## src/rtl/jtag_tap.sv

```systemverilog
// jtag_tap: IEEE 1149.1-style TAP oversampled in the clk domain.
// tck/tms/tdi are synchronised, tck edges are detected from the synchronised
// copy, and the 16-state TAP FSM plus IR/DR shift logic advance on those edges.
// Optional feature macro: TAP_IDCODE_EN (adds the IDCODE instruction/register).
module jtag_tap #(
   parameter int          IR_WIDTH = 4,
   parameter int          DR_WIDTH = 8,
   parameter logic [31:0] IDCODE   = 32'h10A5_E001
) (
   input  logic                clk,
   input  logic                reset,
   input  logic                tck,
   input  logic                tms,
   input  logic                tdi,
   input  logic [DR_WIDTH-1:0] user_in,
   output logic                tdo,
   output logic                rtck,
   output logic [DR_WIDTH-1:0] user_out,
   output logic [3:0]          tap_state,
   output logic                update_pulse
);

   localparam logic [3:0] TLR    = 4'hF;
   localparam logic [3:0] RTI    = 4'hC;
   localparam logic [3:0] SEL_DR = 4'h7;
   localparam logic [3:0] CAP_DR = 4'h6;
   localparam logic [3:0] SH_DR  = 4'h2;
   localparam logic [3:0] EX1_DR = 4'h1;
   localparam logic [3:0] PAU_DR = 4'h3;
   localparam logic [3:0] EX2_DR = 4'h0;
   localparam logic [3:0] UPD_DR = 4'h5;
   localparam logic [3:0] SEL_IR = 4'h4;
   localparam logic [3:0] CAP_IR = 4'hE;
   localparam logic [3:0] SH_IR  = 4'hA;
   localparam logic [3:0] EX1_IR = 4'h9;
   localparam logic [3:0] PAU_IR = 4'hB;
   localparam logic [3:0] EX2_IR = 4'h8;
   localparam logic [3:0] UPD_IR = 4'hD;

   localparam logic [IR_WIDTH-1:0] IR_IDC     = IR_WIDTH'(1);
   localparam logic [IR_WIDTH-1:0] IR_USER    = IR_WIDTH'(2);
   localparam logic [IR_WIDTH-1:0] IR_CAPTURE = IR_WIDTH'(1);
`ifdef TAP_IDCODE_EN
   localparam logic [IR_WIDTH-1:0] IR_RESET   = IR_IDC;
`else
   localparam logic [IR_WIDTH-1:0] IR_RESET   = {IR_WIDTH{1'b1}};
`endif

   logic tck_m, tck_s, tck_q;
   logic tms_m, tms_s;
   logic tdi_m, tdi_s;
   logic rise, fall;

   logic [3:0]          state, next_state;
   logic [IR_WIDTH-1:0] ir, ir_sr;
   logic [DR_WIDTH-1:0] user_sr;
   logic                byp_sr;
   logic                sel_user, sel_idc, sel_byp;
   logic                dr_lsb;
`ifdef TAP_IDCODE_EN
   logic [31:0]         id_sr;
`endif

   // Synchronisers run through reset so tck_q matches tck_s at release and no
   // phantom edge is seen.
   always_ff @(posedge clk) begin
      tck_m <= tck;
      tck_s <= tck_m;
      tck_q <= tck_s;
      tms_m <= tms;
      tms_s <= tms_m;
      tdi_m <= tdi;
      tdi_s <= tdi_m;
   end

   assign rise      = tck_s & ~tck_q;
   assign fall      = ~tck_s & tck_q;
   assign rtck      = tck_q;
   assign tap_state = state;

   assign sel_user = (ir == IR_USER);
`ifdef TAP_IDCODE_EN
   assign sel_idc  = (ir == IR_IDC);
`else
   assign sel_idc  = 1'b0;
`endif
   assign sel_byp  = ~sel_user & ~sel_idc;

   // Standard TAP transition diagram.
   always_comb begin
      next_state = state;
      case (state)
         TLR:     next_state = tms_s ? TLR    : RTI;
         RTI:     next_state = tms_s ? SEL_DR : RTI;
         SEL_DR:  next_state = tms_s ? SEL_IR : CAP_DR;
         CAP_DR:  next_state = tms_s ? EX1_DR : SH_DR;
         SH_DR:   next_state = tms_s ? EX1_DR : SH_DR;
         EX1_DR:  next_state = tms_s ? UPD_DR : PAU_DR;
         PAU_DR:  next_state = tms_s ? EX2_DR : PAU_DR;
         EX2_DR:  next_state = tms_s ? UPD_DR : SH_DR;
         UPD_DR:  next_state = tms_s ? SEL_DR : RTI;
         SEL_IR:  next_state = tms_s ? TLR    : CAP_IR;
         CAP_IR:  next_state = tms_s ? EX1_IR : SH_IR;
         SH_IR:   next_state = tms_s ? EX1_IR : SH_IR;
         EX1_IR:  next_state = tms_s ? UPD_IR : PAU_IR;
         PAU_IR:  next_state = tms_s ? EX2_IR : PAU_IR;
         EX2_IR:  next_state = tms_s ? UPD_IR : SH_IR;
         UPD_IR:  next_state = tms_s ? SEL_DR : RTI;
         default: next_state = TLR;
      endcase
   end

   // LSB of whichever data register the current instruction selects.
   always_comb begin
      dr_lsb = byp_sr;
      if (sel_user) dr_lsb = user_sr[0];
`ifdef TAP_IDCODE_EN
      if (sel_idc)  dr_lsb = id_sr[0];
`endif
   end

   // FSM, capture/shift/update on synchronised tck rise; tdo launched on fall.
   always_ff @(posedge clk) begin
      if (reset) begin
         state        <= TLR;
         ir           <= IR_RESET;
         ir_sr        <= '0;
         user_sr      <= '0;
         byp_sr       <= 1'b0;
         tdo          <= 1'b0;
         user_out     <= '0;
         update_pulse <= 1'b0;
`ifdef TAP_IDCODE_EN
         id_sr        <= '0;
`endif
      end else begin
         update_pulse <= 1'b0;
         if (rise) begin
            state <= next_state;
            case (state)
               CAP_IR: ir_sr <= IR_CAPTURE;
               SH_IR:  ir_sr <= {tdi_s, ir_sr[IR_WIDTH-1:1]};
               UPD_IR: ir    <= ir_sr;
               CAP_DR: begin
                  byp_sr <= 1'b0;
                  if (sel_user) user_sr <= user_in;
`ifdef TAP_IDCODE_EN
                  if (sel_idc)  id_sr   <= IDCODE;
`endif
               end
               SH_DR: begin
                  if (sel_byp)  byp_sr  <= tdi_s;
                  if (sel_user) user_sr <= (user_sr >> 1) | (DR_WIDTH'(tdi_s) << (DR_WIDTH-1));
`ifdef TAP_IDCODE_EN
                  if (sel_idc)  id_sr   <= {tdi_s, id_sr[31:1]};
`endif
               end
               UPD_DR: begin
                  if (sel_user) begin
                     user_out     <= user_sr;
                     update_pulse <= 1'b1;
                  end
               end
               default: ;
            endcase
            // Entering (or staying in) Test-Logic-Reset restores the default instruction.
            if (next_state == TLR) ir <= IR_RESET;
         end else if (fall) begin
            if (state == SH_IR)      tdo <= ir_sr[0];
            else if (state == SH_DR) tdo <= dr_lsb;
            else                     tdo <= 1'b0;
         end
      end
   end

endmodule

```

## config.mk

```make
export PLATFORM = sky130hd
export DESIGN_NAME = jtag_tap
export DESIGN_NICKNAME = d
export VERILOG_FILES = /design/src/rtl/jtag_tap.sv
export SDC_FILE = /design/constraint.sdc
export NUM_CORES = 1
export LEC_CHECK = 0
export CAP_MARGIN = 20
export CORE_UTILIZATION = 30
export CTS_CLUSTER_DIAMETER = 100
export DETAILED_ROUTE_END_ITERATION = 16
export PLACE_DENSITY_LB_ADDON = 0.1
export REMOVE_ABC_BUFFERS = 1
export SYNTH_ARGS = -nofsm -noshare
export SYNTH_HDL_FRONTEND = slang
export SYNTH_SLANG_ARGS = --single-unit
```

## constraint.sdc

```tcl
create_clock -name clk -period 4.79 [get_ports clk]
set_input_delay 0.479 -clock clk [delete_from_list [all_inputs] [get_ports clk]]
set_output_delay 0.479 -clock clk [all_outputs]
set_load 0.01 [all_outputs]
```

==> results of run 1 <==
==> state kept, by name, indices dropped and copies added (netlist names) <==
register,count
byp_sr,1
tck_m,1
ir,4
tms_m,1
tdo,1
user_out,8
user_sr,8
tap_state,4
tdi_m,1
tck_s,1
tdi_s,1
ir_sr,4
update_pulse,1
rtck,1
tms_s,1
==> routing by layer <==
metal	routed length, um	share of wire	up-vias
met5	0	0	-
li1	-	-	604
met2	1540	0.47	21
met4	31	0.0095	0
met3	85	0.026	5
met1	1610	0.49	572
==> worst max-delay path, stage by stage, from the launching register on <==
cell and delay, ns:
dfxtp_1 0.59, nor4bb_1 0.57, or4b_1 0.77, mux2i_1 0.24, nor2_1 0.06
==> cells by family after synthesis <==
logic type             Yosys count  share of synthesized area
muxes                           20                      0.130
AOI/OAI and AO/OA               29                      0.140
and+or+nand+nor                 56                      0.195
DFF                             38                      0.491
buffers and inverters           14                     0.0444
==> power breakdown <==
part           total [mW]  switching, mW  internal [mW]
clock network       0.249          0.104          0.145
logic              0.0431         0.0191         0.0240
registers           0.333         0.0109          0.322
total               0.626          0.134          0.492
==> stage by stage <==
stage	setup WS, ns	power (mW)
finish	2.43	0.626
global route	2.17	0.659
CTS	2.42	0.637
detailed placement	2.45	0.384
global placement	2.54	0.383
floorplan	2.75	0.357
==> layout by cell type, fill, tap and decap left out, types with 2 or more instances in the layout <==
cell type / n
a21oi_1: 4
nor2b_1: 6
a211oi_1: 7
nand2_1: 4
inv_1: 2
o32a_1: 4
o21ai_0: 6
and3_1: 3
mux2i_1: 19
a32oi_1: 2
nand2b_1: 4
dfxtp_1: 38
buf_4: 2
nor2_1: 27
clkdlybuf4s50_1: 27
clkbuf_8: 8
nand3_1: 3
a211oi_2: 2
or4b_1: 2
nand3b_1: 2
==> worst min-delay path by stage <==
stage	start	to	slack, ns
after floorplan	tck_m	tck_s	0.31
after global placement	tck_m	tck_s	0.31
after detailed placement	tms_m	tms_s	0.31
after CTS	tms_m	tms_s	0.33
after global routing	tdi_m	tdi_s	0.34
final	tms_m	tms_s	0.33
==> layout make-up <==
type,instances,area [sq um],area share
Sequential cell,38,761,0.387
Inverter,2,7.51,0.00381
Timing Repair Buffer,29,285,0.145
Tap cell,67,83.8,0.0426
Clock buffer,8,110,0.0559
Multi-Input combinational cell,105,721,0.366
==> impl_metrics.env, run 1 <==
export IMPL_outcome="completed"
export IMPL_critPathRequiredTime_ns=4.95
export IMPL_gr_max_usage_layer="met2"
export IMPL_synth_cell_type_count=31
export IMPL_ys_warn_count=0
export IMPL_routabilityCongestion=0.767
export IMPL_ys_top_cells_by_area="dfxtp_1, mux2i_1, nor2_1"
export IMPL_synth_seq_cells=38
export IMPL_cts_buffers=5
export IMPL_yosysMostFrequentCell="dfxtp_1"
export IMPL_first_global_vias=1152
export IMPL_setup_viol=0
export IMPL_die_w_um=73.9
export IMPL_hp_class="flop to flop"
export IMPL_final_util=0.406
export IMPL_maxCapViolCount=0
export IMPL_crit_path_end_kind="flop"
export IMPL_criticalPathCategory="flop to flop"
export IMPL_maxSlewViolCount=0
export IMPL_start_util=0.320
export IMPL_clock_skew_ns=0.00530
export IMPL_drtIter0Drc=29
export IMPL_grt_max_degree=33
export IMPL_relSlewSlack=0.427
export IMPL_layout_drive_gt1_share=0.0879
export IMPL_ios=28
export IMPL_synth_yosys_seq_area_share=0.491
export IMPL_grtUsageMet1=0.175
export IMPL_wire_per_inst_um=13.1
export IMPL_cts_tree="yes"
export IMPL_nets=194
export IMPL_ys_flop_type="dfxtp_1"
export IMPL_r2r_end="user_out[2]"
export IMPL_clock_sinks=38
export IMPL_reg2reg_depth=4
export IMPL_async_flop_share=0
export IMPL_synth_top_cell_area_share=0.491
export IMPL_fillers=499
export IMPL_finalCritPeriodShare=0.493
export IMPL_grt_ovfl_total=0
export IMPL_ant_nets=0
export IMPL_syn_avg_cell_area_sq_um=9.87
export IMPL_worst_pin_slew_ns=0.853
export IMPL_synth_top_area_cell="dfxtp_1"
export IMPL_rsz0062_at_grt="no"
export IMPL_crit_end="user_out[2]"
export IMPL_fp_dieH_um=73.9
export IMPL_p_leak_nw=0.744
export IMPL_hold_depth=0
export IMPL_rows=25
export IMPL_die_area_sq_mm=0.00546
export IMPL_io_buffers=27
export IMPL_viasPerCell=4.83
export IMPL_ctsHoldBuffers=0
export IMPL_ys_top_cells_by_count="dfxtp_1, nor2_1, mux2i_1"
export IMPL_worstPathArrival_ns=2.51
export IMPL_drc=0
export IMPL_core_area_sq_mm=0.00485
export IMPL_cts_clk_slew_worst_paths_ns=0.07
export IMPL_clock_path_buffers=2
export IMPL_antenna_found_initial=0
export IMPL_dp_hpwl_mm=2.30
export IMPL_power_density_mw_per_mm2=318
export IMPL_area_delta_synth_final_pct=27.0
export IMPL_grt_use_total=0.135
export IMPL_post_cts_resized=0
export IMPL_r2r_setup_slack_ns=2.43
export IMPL_met2_usage=0.214
export IMPL_r2r_start="tap_state[2]"
export IMPL_critPathLaunchType="flop"
export IMPL_max_vdd_ir_drop_mv=0.133
export IMPL_stdcell_area_sq_mm=0.00197
export IMPL_holdWs_ns=0.328
export IMPL_dpl_cell_area_sq_mm=0.00186
export IMPL_netlist_instances=157
export IMPL_dr_pass1_iters=4
export IMPL_finalNonFillerCells=249
export IMPL_timing_fmax_mhz=424
export IMPL_cts_root_buf="clkbuf_8"
export IMPL_antennaDiodeCount=0
export IMPL_cp_startpoint="tap_state[2]"
export IMPL_met3_usage=0.0370
export IMPL_cp_max_fo=14
export IMPL_final_hold_violation_count=0
export IMPL_routed_wl_mm=3.26
export IMPL_post_cts_buffers=0
export IMPL_fin_setup_tns_ns=0
export IMPL_vias=1202
export IMPL_layout_min_cycle_time_ns=2.36
export IMPL_syn_area_sq_mm=0.00155
export IMPL_synth_edff_count=0
export IMPL_place_inst=241
export IMPL_clk_latency_ns=0.28
export IMPL_cts_max_level=2
export IMPL_grt_pass1_wl_mm=5.50
Power figures use the tool's default switching activity.
==> inputs of run 2 (changes only) <==
==> constraint.sdc (replaced) <==
create_clock -name clk -period 2.2 [get_ports clk]
set_input_delay 0.22 -clock clk [delete_from_list [all_inputs] [get_ports clk]]
set_output_delay 0.22 -clock clk [all_outputs]
set_load 0.01 [all_outputs]
==> impl_metrics.env, run 2 (same netlist as run 1, synthesis figures left out) <==
export IMPL_crit_path_end_kind="flop"
export IMPL_fin_setup_tns_ns=0
export IMPL_maxSlewViolCount=0
export IMPL_ios=28
export IMPL_cts_max_level=2
export IMPL_worst_pin_slew_ns=0.721
export IMPL_crit_family="simple AND/OR/NAND/NOR gates"
export IMPL_viasPerCell=4.82
export IMPL_rsz0062_at_grt="no"
export IMPL_relSlewSlack=0.518
export IMPL_finalWorstSetupSlack_ns=0.140
export IMPL_post_cts_buffers=0
export IMPL_start_util=0.320
export IMPL_finalCritPeriodShare=0.936
export IMPL_drc=0
export IMPL_r2r_end="user_out[1]"
export IMPL_worstHoldStart="tck_m"
export IMPL_min_to="tck_s"
export IMPL_routed_wl_mm=3.37
export IMPL_critPathRequiredTime_ns=2.38
export IMPL_r2r_start="ir[3]"
export IMPL_clk_latency_ns=0.29
export IMPL_drtIter0Drc=46
export IMPL_clock_sinks=38
export IMPL_max_vdd_ir_drop_mv=0.231
export IMPL_grt_pass1_wl_mm=5.69
export IMPL_nets=200
export IMPL_first_global_vias=1192
export IMPL_cts_buffers=5
export IMPL_vias=1229
export IMPL_clock_path_buffers=2
export IMPL_antenna_found_initial=0
export IMPL_maxCapViolCount=0
export IMPL_clock_skew_ns=0.00643
export IMPL_final_hold_violation_count=0
export IMPL_core_area_sq_mm=0.00485
export IMPL_reg2reg_depth=4
export IMPL_pre_cts_slack_ns=0.123
export IMPL_cpPeakStageDelay_ns=0.76
export IMPL_die_area_sq_mm=0.00546
export IMPL_mostFrequentLayoutCell="dfxtp_1"
export IMPL_cp_num_buf_inv=0
export IMPL_finalNonFillerCells=255
export IMPL_cts_tree="yes"
export IMPL_io_buffers=27
export IMPL_antennaDiodeCount=0
export IMPL_power_density_mw_per_mm2=659
export IMPL_slowest_stage="or4b_1"
export IMPL_hp_class="flop to flop"
export IMPL_layout_drive_gt1_share=0.112
export IMPL_final_cell_mix="dfxtp_1, nor2_1, clkdlybuf4s50_1"
export IMPL_area_delta_synth_final_pct=28.7
export IMPL_routabilityCongestion=0.736
export IMPL_cp_common_cell="or4b_1"
export IMPL_grtUsageMet1=0.180
export IMPL_hold_depth=0
export IMPL_met2_usage=0.226
export IMPL_timing_fmax_mhz=485
export IMPL_dp_hpwl_mm=2.37
export IMPL_multi_input_area_sq_um=721
export IMPL_grt_max_degree=17
export IMPL_cp_max_fo=9
export IMPL_cts_root_buf="clkbuf_8"
export IMPL_ant_nets=0
export IMPL_crit_chain="or4b_1 > or4b_1 > mux2i_1 > nor2_1"
export IMPL_dr_pass1_iters=4
export IMPL_rows=25
export IMPL_r2r_setup_slack_ns=0.14
export IMPL_layout_min_cycle_time_ns=2.06
export IMPL_grt_use_total=0.142
export IMPL_place_inst=247
export IMPL_post_cts_resized=0
export IMPL_met3_usage=0.0439
export IMPL_top_regs="user_out x8, user_sr x8"
export IMPL_wire_per_inst_um=13.2
export IMPL_outcome="completed"
export IMPL_setup_viol=0
export IMPL_ctsHoldBuffers=0
export IMPL_final_util=0.411
export IMPL_regArea_sq_um=761
export IMPL_grt_ovfl_total=0
export IMPL_cts_clk_slew_worst_paths_ns=0.07
export IMPL_fp_dieH_um=73.9
export IMPL_worstPathArrival_ns=2.24
export IMPL_gr_max_usage_layer="met2"
export IMPL_p_leak_nw=0.764
export IMPL_fillers=486
export IMPL_die_w_um=73.9
export IMPL_critPathLaunchType="flop"
export IMPL_criticalPathCategory="flop to flop"
run 2: cell count changes in the layout (fill, tap and decap cells not counted), sizes merged:
cell    before  now
clkinv       0    1
clkbuf       8    7
buf          2    8
run 2: layout make-up:
type	instances	share of cell area
multi-input cells	105	0.361
clock buffers	7	0.0433
flip-flops and latches	38	0.381
clock inverters	1	0.00251
repair buffers	35	0.166
inverters	2	0.00376
well taps	67	0.0420
run 2: worst reg2reg max path: stages (launching register included):
cell     delay [ns]
dfxtp_1        0.31
or4b_1         0.57
or4b_1         0.76
mux2i_1        0.25
nor2_1         0.06
run 2: where the power goes:
| group | internal [mW] | switching, mW | leakage (nW) |
|---|---|---|---|
| clock | 0.253 | 0.235 | 0.0482 |
| combinational | 0.0582 | 0.0541 | 0.406 |
| sequential | 0.702 | 0.0130 | 0.310 |
run 2: routing by layer:
metal	wire [um]	vias up
met3	149	4
li1	-	615
met2	1610	24
met1	1570	586
met4	34	0
met5	0	-
run 2: stage by stage:
step | area, sq um | hold WS (ns) | power [mW]
CTS | 1990 | 0.333 | 1.34
global placement | 1900 | 0.310 | 0.841
floorplan | 1490 | 0.248 | 0.778
global route | 1990 | 0.345 | 1.39
detailed placement | 1900 | 0.316 | 0.843
finish | 1990 | 0.333 | 1.31
run 2: how the worst max path moves through the flow:
stage | startpoint | end | slack (ns) | cells past startpoint
3_3_place_gp | ir[3] | user_out[5] | 0.14 | 4
5_1_grt | ir[3] | user_out[3] | 0.07 | 4
6_report | ir[3] | user_out[1] | 0.14 | 4
4_1_cts | ir[3] | user_out[1] | 0.11 | 4
3_5_place_dp | ir[3] | user_out[1] | 0.12 | 4
2_1_floorplan | tap_state[1] | user_sr[6] | 0.16 | 4
==> inputs of run 3 (changes only) <==
==> constraint.sdc (replaced) <==
create_clock -name clk -period 2 [get_ports clk]
set_input_delay 0.2 -clock clk [delete_from_list [all_inputs] [get_ports clk]]
set_output_delay 0.2 -clock clk [all_outputs]
set_load 0.01 [all_outputs]
==> impl_metrics.env, run 3 (same netlist as run 1, synthesis figures left out) <==
export IMPL_swShare=0.218
export IMPL_cp_common_cell="or4b_1"
export IMPL_critPathRequiredTime_ns=2.18
export IMPL_rows=25
export IMPL_crit_path_end_kind="flop"
export IMPL_cts_buffers=5
export IMPL_timing_fmax_mhz=537
export IMPL_reg2reg_depth=5
export IMPL_viasPerCell=4.83
export IMPL_top_regs="user_out x8, user_sr x8"
export IMPL_drc=0
export IMPL_mostFrequentLayoutCell="dfxtp_1"
export IMPL_layout_drive_gt1_share=0.130
export IMPL_r2r_end="user_out[5]"
export IMPL_max_vdd_ir_drop_mv=0.319
export IMPL_p_int_mw=1.21
export IMPL_pwr_share_clk=0.409
export IMPL_dr_pass1_iters=4
export IMPL_final_cell_mix="dfxtp_1, nor2_1, clkdlybuf4s50_1"
export IMPL_pre_cts_slack_ns=0.142
export IMPL_cts_max_level=2
export IMPL_antenna_found_initial=0
export IMPL_worst_pin_slew_ns=0.585
export IMPL_cp_max_fo=9
export IMPL_clk_latency_ns=0.28
export IMPL_layout_min_cycle_time_ns=1.86
export IMPL_r2r_start="ir[3]"
export IMPL_power_density_mw_per_mm2=757
export IMPL_worstPathArrival_ns=2.04
export IMPL_fp_dieH_um=73.9
export IMPL_cts_tree="yes"
export IMPL_antennaDiodeCount=0
export IMPL_ios=28
export IMPL_start_util=0.320
export IMPL_wire_per_inst_um=13.4
export IMPL_die_area_sq_mm=0.00546
export IMPL_ant_nets=0
export IMPL_r2r_setup_slack_ns=0.14
export IMPL_setup_viol=0
export IMPL_grt_ovfl_total=0
export IMPL_area_delta_synth_final_pct=32.3
export IMPL_final_hold_violation_count=0
export IMPL_finalWorstSetupSlack_ns=0.139
export IMPL_vias=1255
export IMPL_clock_path_buffers=2
export IMPL_grt_use_total=0.145
export IMPL_routed_wl_mm=3.48
export IMPL_finalCritPeriodShare=0.930
export IMPL_clock_skew_ns=0.00563
export IMPL_nets=205
export IMPL_grt_pass1_wl_mm=5.84
export IMPL_first_global_vias=1206
export IMPL_maxCapViolCount=0
export IMPL_cp_startpoint="ir[3]"
export IMPL_drtIter0Drc=53
export IMPL_core_area_sq_mm=0.00485
export IMPL_maxSlewViolCount=0
export IMPL_relSlewSlack=0.609
export IMPL_rsz0062_at_grt="no"
export IMPL_fin_setup_tns_ns=0
export IMPL_p_leak_nw=0.792
export IMPL_worstHoldStart="tms_m"
export IMPL_critPathLaunchType="flop"
export IMPL_cpPeakStageDelay_ns=0.54
export IMPL_min_to="tms_s"
export IMPL_routabilityCongestion=0.724
export IMPL_comb_power_share=0.087
export IMPL_post_cts_buffers=0
export IMPL_clock_sinks=38
export IMPL_criticalPathCategory="flop to flop"
export IMPL_hp_class="flop to flop"
export IMPL_grt_max_degree=17
export IMPL_netSwitchingPower_mw=0.338
export IMPL_cts_clk_slew_worst_paths_ns=0.08
export IMPL_p_seq_frac=0.504
export IMPL_cts_root_buf="clkbuf_8"
export IMPL_slowest_stage="or4b_1"
export IMPL_outcome="completed"
export IMPL_dp_hpwl_mm=2.48
export IMPL_crit_chain="or4b_1 > or4b_1 > buf_4 > mux2i_1 > nor2_1"
export IMPL_hold_depth=0
export IMPL_io_buffers=27
export IMPL_die_w_um=73.9
## run 3: how the worst max path moves through the flow
stage,endpoint,slack [ns],depth (start not counted)
after floorplan,user_sr[6],-0.04,4
after global placement,user_out[3],0.17,5
after detailed placement,user_sr[4],0.14,6
after CTS,user_out[4],0.13,5
after global routing,user_sr[1],0.004,6
final,user_out[5],0.14,5
## run 3: metrics by stage
step / hold slack, ns / instances / power [mW] / instance area, sq um / util
final: 0.329 / 260 / 1.55 / 2050 / 0.423
after global routing: 0.337 / 260 / 1.63 / 2050 / 0.423
after CTS: 0.332 / 260 / 1.57 / 2050 / 0.422
after detailed placement: 0.315 / 252 / 0.936 / 1940 / 0.400
after global placement: 0.312 / 252 / 0.934 / 1940 / 0.400
after floorplan: 0.228 / 145 / 0.856 / 1490 / -
## run 3: cell type report
cell class | count | area [sq um]
Clock buffer | 7 | 76.3
Multi-Input combinational cell | 105 | 721
Timing Repair Buffer | 40 | 372
Tap cell | 67 | 83.8
Clock inverter | 1 | 30.0
Inverter | 2 | 7.51
Fill cell | 485 | 2800
Sequential cell | 38 | 761
## run 3: critical path: cells and delay by family, from the launching register on
family	cells	cell delay (ns)
muxes	1	0.16
and+or+nand+nor	3	1.07
buffers and inverters	1	0.21
DFF	1	0.31
## run 3: timing repair
action	CTS	global route
hold buffers	0	0
endpoints found under the setup margin	0	1
resized for setup	0	1
## run 3: per-layer routing
metal  global-route usage  part of all wire
met1                0.190              0.49
met2                0.217              0.44
met3               0.0453             0.047
met4               0.0641             0.021
met5                    0                 0
## run 3: power groups by stage
stage	combinational (mW)	clock, mW	sequential (mW)
floorplan	0.0457	0	0.810
global placement	0.134	0	0.800
detailed placement	0.135	0	0.801
CTS	0.136	0.652	0.783
global route	0.148	0.696	0.785
finish	0.135	0.635	0.783
